`src/rtl/hex_record_formatter.sv`:
```
// hex_record_formatter: formats LPC records (ext_clock, reset, rec_*) as ASCII hex lines on a tx_data/tx_valid/tx_ready stream with busy; HEX_RECORD_FORMATTER_DROP_COUNT_EN adds drop_count
module hex_record_formatter #(
  parameter int HEX_UPPER = 1,
  parameter int EOL_CRLF = 1
) (
  input  logic        ext_clock,
  input  logic        reset,
  input  logic        rec_strobe,
  input  logic        rec_write,
  input  logic [15:0] rec_addr,
  input  logic [7:0]  rec_data,
  output logic [7:0]  tx_data,
  output logic        tx_valid,
  input  logic        tx_ready,
  output logic        busy
`ifdef HEX_RECORD_FORMATTER_DROP_COUNT_EN
  ,
  output logic [7:0]  drop_count
`endif
);
  typedef enum logic {IDLE, EMIT} state_t;
  localparam logic [3:0] LAST_IDX = (EOL_CRLF != 0) ? 4'd10 : 4'd9;
  state_t state, state_n;
  logic [24:0] act, act_n, hold, hold_n, in_rec;
  logic hold_full, hold_full_n, xfer, last;
  logic [3:0] idx, idx_n;
  function automatic logic [7:0] hex_char(input logic [3:0] n);
    return (n < 4'd10) ? 8'h30 + {4'h0, n} : ((HEX_UPPER != 0) ? 8'h37 : 8'h57) + {4'h0, n};
  endfunction
  assign in_rec = {rec_write, rec_addr, rec_data};
  assign tx_valid = state == EMIT;
  assign busy = tx_valid | hold_full;
  assign xfer = tx_valid & tx_ready;
  assign last = xfer & (idx == LAST_IDX);
  always_comb begin
    state_n = state;
    idx_n = idx;
    act_n = act;
    hold_n = hold;
    hold_full_n = hold_full;
    if (state == IDLE) begin
      if (rec_strobe) begin
        act_n = in_rec;
        idx_n = 4'd0;
        state_n = EMIT;
      end
    end else if (last) begin
      idx_n = 4'd0;
      if (hold_full) begin
        act_n = hold;
        hold_n = in_rec;
        hold_full_n = rec_strobe;
      end else if (rec_strobe) act_n = in_rec;
      else state_n = IDLE;
    end else begin
      idx_n = xfer ? idx + 4'd1 : idx;
      if (rec_strobe && !hold_full) begin
        hold_n = in_rec;
        hold_full_n = 1'b1;
      end
    end
  end
  always_ff @(posedge ext_clock) begin
    if (reset) begin
      state <= IDLE;
      idx <= 4'd0;
      hold_full <= 1'b0;
    end else begin
      state <= state_n;
      idx <= idx_n;
      hold_full <= hold_full_n;
      act <= act_n;
      hold <= hold_n;
    end
  end
  always_comb begin
    tx_data = 8'h00;
    if (state == EMIT)
      case (idx)
        4'd0: tx_data = act[24] ? 8'h57 : 8'h52;
        4'd1, 4'd6: tx_data = 8'h20;
        4'd2: tx_data = hex_char(act[23:20]);
        4'd3: tx_data = hex_char(act[19:16]);
        4'd4: tx_data = hex_char(act[15:12]);
        4'd5: tx_data = hex_char(act[11:8]);
        4'd7: tx_data = hex_char(act[7:4]);
        4'd8: tx_data = hex_char(act[3:0]);
        4'd9: tx_data = (EOL_CRLF != 0) ? 8'h0D : 8'h0A;
        default: tx_data = 8'h0A;
      endcase
  end
`ifdef HEX_RECORD_FORMATTER_DROP_COUNT_EN
  always_ff @(posedge ext_clock) begin
    if (reset) drop_count <= 8'h00;
    else if (rec_strobe && state == EMIT && hold_full && !last && drop_count != 8'hff)
      drop_count <= drop_count + 8'h01;
  end
`endif
endmodule

```
`config.mk`:
```
export PLATFORM = sky130hd
export DESIGN_NAME = hex_record_formatter
export DESIGN_NICKNAME = d
export VERILOG_FILES = /design/src/rtl/hex_record_formatter.sv
export SDC_FILE = /design/constraint.sdc
export NUM_CORES = 1
export LEC_CHECK = 0
export ABC_AREA = 0
export CAP_MARGIN = 20
export CORE_MARGIN = 10
export CORE_UTILIZATION = 57
export DETAILED_ROUTE_END_ITERATION = 8
export PLACE_DENSITY = 0.91
export RECOVER_POWER = 50
export SYNTH_ARGS = -nofsm -noshare
export SYNTH_HDL_FRONTEND = slang
export SYNTH_SLANG_ARGS = --single-unit
```
`constraint.sdc`:
```
create_clock -name ext_clock -period 4 [get_ports ext_clock]
set_clock_uncertainty 0.1 [all_clocks]
set_input_delay 0.8 -clock ext_clock [delete_from_list [all_inputs] [get_ports ext_clock]]
set_output_delay 0.8 -clock ext_clock [all_outputs]
set_load 0.01 [all_outputs]
```
==> results.md <==
- Syn_nets: 374
- Port bufs: 37
- CTS clk-pin slew, worst paths: 100 ps
- Layout cells sized above 1: 0.0661
- Post-CTS setup buffer count: 0
- Drt wl/cell: 17.4 µm
- Hold Crit Class: flip-flop to flip-flop
- RSZ-0062 raised after global routing: no
- First-pass GRT wire length: 13.0 mm
- Sequential Area: 1620 µm²
- Synth cell count leaders: 50 x edfxtp_1, 43 x o21ai_0, 40 x nand2_1
- Final worst slack: 429 ps
- Ant. Diodes: 0
- Max_cap viols: 0
- Worst skew pair latency: 320 ps
- Period utilisation layout: 0.893
- Fin area: 3930 µm²
- Ports: 39
- Largest family of logic cells by synthesized area: simple AND/OR/NAND/NOR gates
- Post-Syn Area: 3470 µm²
- Syn. warnings: 0
- CTS Buffer Depth: 2
- Clk pwr share: 0.297
- Post-synth EDFFs: 50
- Max transition margin: 0.0849
- Grt total ovfl: 0
- Num rows: 28
- Vias in the first global route: 2609
- Die width: 98.0 µm
- Routed Antenna Nets: 0
- Worst Max-Slew Pin Slew: 1370 ps
- Initial DRC count: 337
- Combinational power share: 0.143
- RD Place Congestion: 0.982
- Synth top area share: 0.433
- Kind of critical path: flip-flop to primary output
- Sw Pwr: 319 µW
- Min cycle time layout: 3570 ps
- Cts repair resizes: 0
- Synth Flop Type: edfxtp_1
- Sw Share: 0.251
- Area occupied by multi-input gates: 1630 µm²
- Remaining DRCs: 0
- Leading area contributor after synthesis: edfxtp_1
- Slowest-stage cell, CP: clkdlybuf4s50_1
- Final Hold Viols: 0
- Count leader, synth: edfxtp_1
- Setup TNS: 0 ps
- Chip height: 98.0 µm
- Sequential area share after synthesis: 0.468
- Die Area: 9600 µm²
- Num Clock Sinks: 56
- H-tree depth: 2
- Compound-Gate Fraction of Synth Area: 0.170
- DR vias: 2690
- Inserted Clock Buffers: 5
- CP Launch Type: flip-flop
- Worst Path Arrival: 2670 ps
- Fmax: 0.280 GHz
- CTS Hold Bufs: 0
- #FFs+latches synth: 56
- Nets: 401
- Final setup fails: 0
- Multiplexer area fraction after synthesis: 0.0841
- Critical-path cell list: inv_1 > ha_1 > and4b_1 > a211o_1 > nor4_1 > a31oi_1 > clkdlybuf4s50_1
- Reg power frac: 0.559
- Initial antenna violation count: 0
- Peak VDD IR: 0.224 mV
- Core footprint: 5920 µm²
- Pwr/cell area: 323 nW/µm²
- Area after DPL: 3830 µm²
- CTS root buf: clkbuf_8
- Starting density of the core: 0.585
- CP endpoint kind: primary output
- Total Wirelength: 7.63 mm
- Vias per cell: 6.14
- Largest stage delay on the critical path: 500 ps
- Layout Cells excl Fill: 438
- P_int: 950 µW
- Adder-Cell Fraction of Synth Area: 0.0361
- Layout area overhead: 13.2%
- Cell variety after synth: 61
- Fillers: 446
- Xor/xnor share of the synthesized area: 0.00505
- Dpl ws: 799 ps
- DRT Pass-1 Iters: 5
- CTS tree: done
- Status: complete, no violations
- CP Max Fanout: 11
- Largest cells by area after synthesis: edfxtp_1 43%, mux2i_1 8.1%, o21ai_0 6.2%
- Placed cells: 430
- Final max-slew violation count: 0
- Mean Syn Cell Area: 10.3 µm²
- Data required, critical path: 3100 ps
- Static Leakage: 1.40 nW
- Overall Global Routing Usage: 0.159
- Post-synth ARST share: 0
- Simple-gate share of the synthesized area: 0.177
- Largest net degree at the start of global routing: 31
- Post-DP HPWL: 5.59 mm
- Post-synthesis cell count: 335
logic make-up (layout without fill, tap and decap cells):
| group | Yosys count | count (layout) |
|---|---|---|
| other | 1 | 1 |
| and+or+nand+nor | 101 | 101 |
| muxes | 29 | 29 |
| adders and majority gates | 10 | 10 |
| xor gates and xnor gates | 2 | 2 |
| buffers and inverters | 38 | 66 |
| AOI/OAI and AO/OA | 98 | 98 |
| DFF | 56 | 56 |
critical path: cells and delay by family (launching register included):
family	cells	cell delay, ps
compound gates	2	430
fa+ha+maj	1	330
buf+inv	2	610
flops	1	440
simple gates	2	550
power by group through the flow:
stage	sequential (mW)	clock [mW]	combinational (mW)
finish	0.710	0.377	0.182
global route	0.716	0.406	0.203
CTS	0.708	0.384	0.189
detailed placement	0.721	0	0.188
global placement	0.719	0	0.182
floorplan	0.708	0	0.120
final timing paths:
| path | end | startpoint | depth (start not counted) | slack (ps) |
|---|---|---|---|---|
| setup / recovery | tx_data[0] | idx[0] | 7 | 430 |
| hold / removal | hold_full | hold_full | 2 | 420 |
| setup reg to reg | act[0] | idx[0] | 5 | 1070 |
| hold reg to reg | hold_full | hold_full | 2 | 420 |
metal layers:
layer  GRT usage  vias to the layer above  share of wire
met1       0.212                     1276           0.45
li1            -                     1305              -
met4      0.0436                        0          0.020
met5           0                        -              0
met3      0.0345                       17          0.056
met2       0.252                       92           0.47
flip-flops by register name, summed over array words and instances, names as in the netlist:
signal / count
hold_full: 1
act: 25
hold: 25
idx: 4
tx_valid: 1
stage by stage:
step                      utilization  hold slack [ps]  power, mW
after floorplan                     -              375      0.828
after global placement          0.647              393      0.901
after detailed placement        0.647              410      0.909
after CTS                       0.666              428       1.28
after global routing            0.663              453       1.32
final                           0.663              422       1.27
placed cells by master (no fill, tap or decap), drive strengths merged, types with 4 or more instances in the layout:
cell           count
nor2b              7
a31oi              4
and2               4
dfxtp              6
mux2i             28
nor2               9
nand2             40
edfxtp            50
a22oi              4
clkbuf             6
a21oi             22
dlygate4sd3       27
and4b              7
o21ai             43
nand3              5
inv               18
and3b              4
a21boi             5
ha                10
clkdlybuf4s50     10
final cells by class:
class | count | share of cell area
Inverter | 17 | 0.0163
Multi-Input combinational cell | 241 | 0.416
Clock inverter | 3 | 0.0118
Sequential cell | 56 | 0.413
Clock buffer | 5 | 0.0175
Tap cell | 75 | 0.0239
Timing Repair Buffer | 41 | 0.101
(Power assumes the default switching activity.)
